## src/rtl/shift_pipe_if.sv

```systemverilog
// Operand/result bundle for the shift pipe: operand side in, result side out.
// No storage here; timing is set by whichever module takes the slave side.
// Both directions use valid/ready. oReady is the pipe's stall indication.
interface shift_pipe_if #(
  parameter int WIDTH = 32,
  parameter int TAG_W = 4
);
  localparam int SHW = $clog2(WIDTH);

  // operand side
  logic             iValid;
  logic             oReady;
  logic [WIDTH-1:0] iD;
  logic [SHW-1:0]   iShamt;
  logic [2:0]       iMode;
  logic [TAG_W-1:0] iTag;

  // result side
  logic             oValid;
  logic             iReady;
  logic [WIDTH-1:0] oD;
  logic [TAG_W-1:0] oTag;
  logic             oZero;
  logic             oIllegal;

  // the shifter itself
  modport slave (
    input  iValid, iD, iShamt, iMode, iTag, iReady,
    output oReady, oValid, oD, oTag, oZero, oIllegal
  );

  // the issuing ALU/sequencer plus the result consumer
  modport master (
    output iValid, iD, iShamt, iMode, iTag, iReady,
    input  oReady, oValid, oD, oTag, oZero, oIllegal
  );
endinterface

```

## src/rtl/shift_pipe.sv

```systemverilog
// Pipelined five-mode barrel shifter (SLL/SRL/SRA/ROL/ROR) with tag, zero and illegal flags.
// Latency popcount(REG_MASK)+1 cycles from accept; one item per cycle when unstalled.
// Whole-pipe stall when the result is valid but not taken; oReady = ~stall, all registers hold.
module shift_pipe #(
  parameter int              WIDTH    = 32,
  parameter int              SHW      = $clog2(WIDTH),
  parameter logic [SHW-1:0]  REG_MASK = 'b00100,
  parameter int              TAG_W    = 4
) (
  input  logic        iClk,
  input  logic        nRst,
  shift_pipe_if.slave bus
);

  localparam logic [2:0] MODE_SLL = 3'd0;
  localparam logic [2:0] MODE_SRL = 3'd1;
  localparam logic [2:0] MODE_SRA = 3'd2;
  localparam logic [2:0] MODE_ROL = 3'd3;
  localparam logic [2:0] MODE_ROR = 3'd4;

  // One in-flight operation as it moves down the mux chain.
  typedef struct packed {
    logic             vld;
    logic             ill;
    logic [2:0]       mode;
    logic [SHW-1:0]   shamt;
    logic [TAG_W-1:0] tag;
    logic [WIDTH-1:0] dat;
  } item_t;

  // Contents of the mandatory output register.
  typedef struct packed {
    logic             vld;
    logic             zero;
    logic             ill;
    logic [TAG_W-1:0] tag;
    logic [WIDTH-1:0] dat;
  } out_t;

  logic  stall;
  logic  xfer_in;
  item_t head;
  item_t tail;
  out_t  out_d;
  out_t  out_q;

  // A full output register that nobody takes freezes every stage at once.
  assign stall      = out_q.vld & ~bus.iReady;
  assign bus.oReady = ~stall;
  assign xfer_in    = bus.iValid & ~stall;

  // Operand capture: fields are forced to zero unless a transfer happens, so
  // idle-cycle input activity never reaches the registers and bubbles stay clean.
  always_comb begin
    head = '0;
    if (xfer_in) begin
      head.vld   = 1'b1;
      head.ill   = (bus.iMode > MODE_ROR);
      head.mode  = bus.iMode;
      head.shamt = bus.iShamt;
      head.tag   = bus.iTag;
      head.dat   = bus.iD;
    end
  end

  // Stage k moves by 2^k when shamt bit k is set; the optional register after
  // it is selected by REG_MASK[k]. Illegal modes ride through unshifted.
  for (genvar k = 0; k < SHW; k++) begin : g_stg
    localparam int AMT = 1 << k;

    item_t in_s;
    item_t sh_s;
    item_t out_s;

    if (k == 0) begin : g_first
      assign in_s = head;
    end else begin : g_chain
      assign in_s = g_stg[k-1].out_s;
    end

    // Mux stage: SRA fills from the current stage input's top bit.
    always_comb begin
      sh_s = in_s;
      if (in_s.shamt[k] && !in_s.ill) begin
        case (in_s.mode)
          MODE_SLL: sh_s.dat = in_s.dat << AMT;
          MODE_SRL: sh_s.dat = in_s.dat >> AMT;
          MODE_SRA: sh_s.dat = $signed(in_s.dat) >>> AMT;
          MODE_ROL: sh_s.dat = (in_s.dat << AMT) | (in_s.dat >> (WIDTH - AMT));
          MODE_ROR: sh_s.dat = (in_s.dat >> AMT) | (in_s.dat << (WIDTH - AMT));
          default:  sh_s.dat = in_s.dat;
        endcase
      end
    end

    if (REG_MASK[k]) begin : g_reg
      item_t stg_d;
      item_t stg_q;

      // Advance (items and bubbles alike) unless the pipe is stalled.
      always_comb begin
        stg_d = sh_s;
        if (stall) begin
          stg_d = stg_q;
        end
      end

      // Stage register; reset drops whatever was in flight.
      always_ff @(posedge iClk or negedge nRst) begin
        if (!nRst) begin
          stg_q <= '0;
        end else begin
          stg_q <= stg_d;
        end
      end

      assign out_s = stg_q;
    end else begin : g_comb
      assign out_s = sh_s;
    end
  end

  assign tail = g_stg[SHW-1].out_s;

  // Mode and shift amount are fully consumed by the last mux stage.
  logic unused_tail;
  assign unused_tail = ^{tail.mode, tail.shamt};

  // Output register next state: flags only ever set alongside a valid result.
  always_comb begin
    out_d      = out_q;
    if (!stall) begin
      out_d.vld  = tail.vld;
      out_d.dat  = tail.dat;
      out_d.tag  = tail.tag;
      out_d.zero = tail.vld & (tail.dat == '0);
      out_d.ill  = tail.vld & tail.ill;
    end
  end

  // Mandatory output register.
  always_ff @(posedge iClk or negedge nRst) begin
    if (!nRst) begin
      out_q <= '0;
    end else begin
      out_q <= out_d;
    end
  end

  assign bus.oValid   = out_q.vld;
  assign bus.oD       = out_q.dat;
  assign bus.oTag     = out_q.tag;
  assign bus.oZero    = out_q.zero;
  assign bus.oIllegal = out_q.ill;

  // A refused result must be presented again, unchanged, on the next cycle.
  a_stall_hold: assert property (@(posedge iClk) disable iff (!nRst)
    (bus.oValid && !bus.iReady) |=> (bus.oValid && $stable(bus.oD) && $stable(bus.oTag)));

  // Flags are meaningless without a result and must read as zero.
  a_flags_quiet: assert property (@(posedge iClk) disable iff (!nRst)
    !bus.oValid |-> (!bus.oZero && !bus.oIllegal));

endmodule

```

## src/flat_wrapper.sv

```systemverilog
// flat-port wrapper written by rule: the top's interface ports become plain ports
module shift_pipe_flat 
#(
  parameter int              WIDTH    = 32,
  parameter int              SHW      = $clog2(WIDTH),
  parameter logic [SHW-1:0]  REG_MASK = 'b00100,
  parameter int              TAG_W    = 4
)
  (iClk, nRst, bus_iValid, bus_iD, bus_iShamt, bus_iMode, bus_iTag, bus_iReady, bus_oReady, bus_oValid, bus_oD, bus_oTag, bus_oZero, bus_oIllegal);
  shift_pipe_if #(.WIDTH(WIDTH), .TAG_W(TAG_W)) bus_i ();
  input  logic iClk;
  input  logic nRst;
  input wire logic [$bits(bus_i.iValid)-1:0] bus_iValid;
  input wire logic [$bits(bus_i.iD)-1:0] bus_iD;
  input wire logic [$bits(bus_i.iShamt)-1:0] bus_iShamt;
  input wire logic [$bits(bus_i.iMode)-1:0] bus_iMode;
  input wire logic [$bits(bus_i.iTag)-1:0] bus_iTag;
  input wire logic [$bits(bus_i.iReady)-1:0] bus_iReady;
  output wire logic [$bits(bus_i.oReady)-1:0] bus_oReady;
  output wire logic [$bits(bus_i.oValid)-1:0] bus_oValid;
  output wire logic [$bits(bus_i.oD)-1:0] bus_oD;
  output wire logic [$bits(bus_i.oTag)-1:0] bus_oTag;
  output wire logic [$bits(bus_i.oZero)-1:0] bus_oZero;
  output wire logic [$bits(bus_i.oIllegal)-1:0] bus_oIllegal;
  assign bus_i.iValid = bus_iValid;
  assign bus_i.iD = bus_iD;
  assign bus_i.iShamt = bus_iShamt;
  assign bus_i.iMode = bus_iMode;
  assign bus_i.iTag = bus_iTag;
  assign bus_i.iReady = bus_iReady;
  assign bus_oReady = bus_i.oReady;
  assign bus_oValid = bus_i.oValid;
  assign bus_oD = bus_i.oD;
  assign bus_oTag = bus_i.oTag;
  assign bus_oZero = bus_i.oZero;
  assign bus_oIllegal = bus_i.oIllegal;
  shift_pipe #(.WIDTH(WIDTH), .SHW(SHW), .REG_MASK(REG_MASK), .TAG_W(TAG_W)) u_core (.iClk(iClk), .nRst(nRst), .bus(bus_i));
endmodule
```

## config.mk

```make
export PLATFORM = sky130hd
export DESIGN_NAME = shift_pipe_flat
export DESIGN_NICKNAME = d
export VERILOG_FILES = /design/src/rtl/shift_pipe_if.sv /design/src/rtl/shift_pipe.sv /design/src/flat_wrapper.sv
export SDC_FILE = /design/constraint.sdc
export NUM_CORES = 1
export LEC_CHECK = 0
export CAP_MARGIN = 20
export CORE_MARGIN = 8
export CORE_UTILIZATION = 35
export CTS_CLUSTER_SIZE = 25
export DETAILED_ROUTE_END_ITERATION = 6
export DONT_BUFFER_PORTS = 1
export PLACE_DENSITY = 0.57
export REMOVE_ABC_BUFFERS = 1
export SYNTH_ARGS = -nofsm -noshare
export SYNTH_HDL_FRONTEND = slang
export SYNTH_SLANG_ARGS = --single-unit
```

## constraint.sdc

```tcl
create_clock -name iClk -period 3.6 [get_ports iClk]
set_clock_uncertainty 0.1 [all_clocks]
set_input_delay 0.36 -clock iClk [delete_from_list [all_inputs] [get_ports iClk]]
set_output_delay 0.36 -clock iClk [all_outputs]
set_load 0.02 [all_outputs]
```

==> impl_metrics.env <==
export IMPL_rows=50
export IMPL_synth_area_top_cells="dfrtp_1 32%, nor2_1 6.8%, nand2_1 6.1%"
export IMPL_hp_class="primary input to flop"
export IMPL_ff2ff_path_depth=8
export IMPL_leakage_nw=2.69
export IMPL_clk_latency_ns=0.34
export IMPL_fin_ws_ns=0.409
export IMPL_cp_required_ns=3.77
export IMPL_drt_pass1_iterations=6
export IMPL_cap_violations=0
export IMPL_power_frac_clock=0.270
export IMPL_met2_usage=0.301
export IMPL_holdPathStages=1
export IMPL_place_ws_ns=0.525
export IMPL_yosysSeqAreaShare=0.316
export IMPL_critPathMaxStageDelay_ns=0.71
export IMPL_rsz0062_at_grt="false"
export IMPL_synthArstFlopShare=1.00
export IMPL_wl_per_cell_microns=22.1
export IMPL_end_kind="flop"
export IMPL_antenna_found_initial=0
export IMPL_grt_usage=0.199
export IMPL_clk_pin_slew_ns=0.06
export IMPL_ys_seq_elements=82
export IMPL_ys_types=71
export IMPL_power_density_nw_per_um2=508
export IMPL_reg2reg_slack_ns=0.41
export IMPL_cp_slowest_cell="dfrtp_1"
export IMPL_met3_usage=0.0434
export IMPL_synth_top_cell_area_share=0.316
export IMPL_initial_core_util=0.352
export IMPL_min_to="u_core.g_stg[2].g_reg.stg_q[35]$_DFFE_PN0N_"
export IMPL_gr_total_overflow=0
export IMPL_gp_congestion=0.949
export IMPL_crit_family="compound AO/OA/AOI/OAI gates"
export IMPL_swShare=0.408
export IMPL_synth_common_cells="118 x nor2_1, 105 x nand2_1, 82 x dfrtp_1"
export IMPL_syn_area_per_cell_sq_um=7.59
export IMPL_final_period_utilization=0.886
export IMPL_intPower_mw=2.12
export IMPL_synth_most_common_cell="nor2_1"
export IMPL_cts_resized=0
export IMPL_ant_nets=0
export IMPL_r2r_end="u_core.bus.oZero$_DFFE_PN0N_"
export IMPL_pwr_share_comb=0.319
export IMPL_clock_tree_root_cell="clkbuf_16"
export IMPL_vias=6832
export IMPL_critical_path_class="flop to flop"
export IMPL_drive_above_1_share=0.0831
export IMPL_grt_pass1_vias=6485
export IMPL_wirelength_mm=23.5
export IMPL_cp_max_fo=17
export IMPL_setup_worst_path_start_class="flop"
export IMPL_port_buffers=0
export IMPL_dp_cells=1046
export IMPL_drtIter0Drc=777
export IMPL_grt_max_degree=83
export IMPL_core_area_sq_um=18500
export IMPL_die_area_sq_um=23200
export IMPL_synth_area_sq_um=6490
export IMPL_cts_sinks=82
export IMPL_worstPathCellList="o21ai_2 > buf_4 > nand2_1 > o21ai_0 > o2111ai_1 > nand4_1 > a2111oi_2 > a22o_1"
export IMPL_worst_pin_slew_ns=0.700
export IMPL_routed_via_density=6.42
export IMPL_grt_pass1_wl_mm=37.8
export IMPL_die_width_microns=152
export IMPL_path_buf_inv=1
export IMPL_seqPwrFrac=0.411
export IMPL_ys_flop_type="dfrtp_1"
export IMPL_syn2layout_area_growth_pct=8.83
export IMPL_finalCriticalPeriod_ns=3.19
export IMPL_synth_cells=855
export IMPL_hp_start="bus_iTag[3]"
export IMPL_antenna_cells=0
export IMPL_fin_util=0.383
export IMPL_layout_cells_non_filler=1064
export IMPL_gr_usage_met1=0.270
export IMPL_status="complete, no violations"
export IMPL_cts_tree="built"
export IMPL_top_level_ports=88
export IMPL_hpwlAfterDp_mm=17.8
export IMPL_drc=0
export IMPL_timing_rr_start="u_core.g_stg[2].g_reg.stg_q[43]$_DFFE_PN0N_"
export IMPL_h_tree_depth=3
export IMPL_cts_buffers=9
export IMPL_max_freq_mhz=313
export IMPL_crit_arrival_ns=3.36
export IMPL_peakVddDrop_v=0.000195
export IMPL_synth_edff_count=0
export IMPL_hold_viol=0
export IMPL_yosys_area_top_type="dfrtp_1"
export IMPL_netSwitchingPower_mw=1.46
export IMPL_setup_viol=0
export IMPL_relSlewSlack=0.532
export IMPL_post_cts_buffers=0
export IMPL_ys_warn_count=0
export IMPL_fin_nets=873
export IMPL_busiest_layer="met2"
export IMPL_hold_slack_ns=0.0522
export IMPL_die_h_microns=152
export IMPL_clk_path_buf_depth=2
export IMPL_slew_viol_final=0
[cells in the final DEF (no fill, tap or decap), types with 3 or more instances in the layout]
| master | synthesis | final |
|---|---|---|
| a211oi_1 | 14 | 14 |
| a21o_1 | 4 | 4 |
| a21oi_1 | 45 | 45 |
| a221o_1 | 11 | 11 |
| a221oi_1 | 38 | 38 |
| a22o_1 | 11 | 11 |
| a22oi_1 | 43 | 43 |
| a311oi_1 | 7 | 7 |
| a31oi_1 | 24 | 24 |
| a32oi_1 | 4 | 4 |
| and3_1 | 8 | 8 |
| buf_4 | 2 | 32 |
| clkbuf_16 | 0 | 9 |
| dfrtp_1 | 82 | 82 |
| inv_1 | 8 | 8 |
| mux2_2 | 3 | 3 |
| mux2i_1 | 5 | 5 |
| nand2_1 | 105 | 105 |
| nand2b_1 | 8 | 8 |
| nand3_1 | 38 | 38 |
| nand4_1 | 10 | 10 |
| nor2_1 | 118 | 117 |
| nor2b_1 | 7 | 6 |
| nor3_1 | 14 | 13 |
| nor4_1 | 4 | 4 |
| o2111ai_1 | 4 | 4 |
| o211ai_1 | 9 | 9 |
| o21ai_0 | 60 | 60 |
| o21ai_1 | 20 | 20 |
| o221ai_1 | 4 | 4 |
| o22ai_1 | 12 | 12 |
| o2bb2ai_1 | 4 | 4 |
| o31ai_1 | 5 | 5 |
| o32ai_1 | 4 | 4 |
| or3_1 | 4 | 4 |
[layer usage]
layer | part of all wire | up-vias
met4 | 0.029 | 0
met2 | 0.44 | 313
met1 | 0.45 | 3271
met5 | 0 | -
li1 | - | 3204
met3 | 0.081 | 44
[kinds of logic after synthesis]
kind of cell / share of synthesized area
AOI/OAI and AO/OA: 0.373
and+or+nand+nor: 0.226
buffers and inverters: 0.0607
DFF: 0.316
muxes: 0.0129
xor gates and xnor gates: 0.0112
[worst max-delay path by stage]
stage | from | end | slack (ns) | cells after the start
4_1_cts | u_core.g_stg[2].g_reg.stg_q[43]$_DFFE_PN0N_ | u_core.bus.oZero$_DFFE_PN0N_ | 0.49 | 8
3_3_place_gp | u_core.g_stg[2].g_reg.stg_q[43]$_DFFE_PN0N_ | u_core.bus.oZero$_DFFE_PN0N_ | 0.50 | 8
2_1_floorplan | u_core.bus.oValid$_DFFE_PN0N_ | u_core.g_stg[2].g_reg.stg_q[5]$_DFFE_PN0N_ | -4.83 | 8
5_1_grt | u_core.g_stg[2].g_reg.stg_q[44]$_DFFE_PN0N_ | u_core.bus.oZero$_DFFE_PN0N_ | 0.18 | 8
6_report | u_core.g_stg[2].g_reg.stg_q[43]$_DFFE_PN0N_ | u_core.bus.oZero$_DFFE_PN0N_ | 0.41 | 8
3_5_place_dp | u_core.g_stg[2].g_reg.stg_q[42]$_DFFE_PN0N_ | u_core.bus.oZero$_DFFE_PN0N_ | 0.53 | 9
[final cells by class]
type | instances | area [sq um]
fill | 1947 | 11400
inverter | 10 | 37.5
multi-input combinational | 686 | 4060
clock inverter | 5 | 78.8
sequential | 82 | 2050
timing repair buffer | 36 | 309
tap | 234 | 293
clock buffer | 11 | 233
[through the flow]
stage / setup TNS [ns] / area (sq um) / power, mW
floorplan: -239.88 / 6130 / 2.19
global route: 0 / 7060 / 3.80
detailed placement: 0 / 6710 / 2.60
global placement: 0 / 6700 / 2.59
finish: 0 / 7060 / 3.59
CTS: 0 / 7060 / 3.60
[registers in the layout, summed over array words and instances, names as in the netlist]
signal	cells
u_core.bus.oD	32
u_core.bus.oIllegal	1
u_core.bus.oTag	4
u_core.bus.oValid	1
u_core.bus.oZero	1
u_core.g_stg.g_reg.stg_q	43
[power by group through the flow]
stage          Clock (mW)  Sequential, mW  Combinational, mW
2_1_floorplan           0            1.40              0.783
4_1_cts             0.989            1.48               1.13
5_1_grt              1.03            1.50               1.27
3_5_place_dp            0            1.50               1.10
6_report            0.967            1.48               1.14
3_3_place_gp            0            1.49               1.10
[timing repair]
item,4_1_cts,5_1_grt
hold endpoints to repair,82,0
hold buffers,2,0
endpoints found under the setup margin,0,0
(Power assumes the default switching activity.)
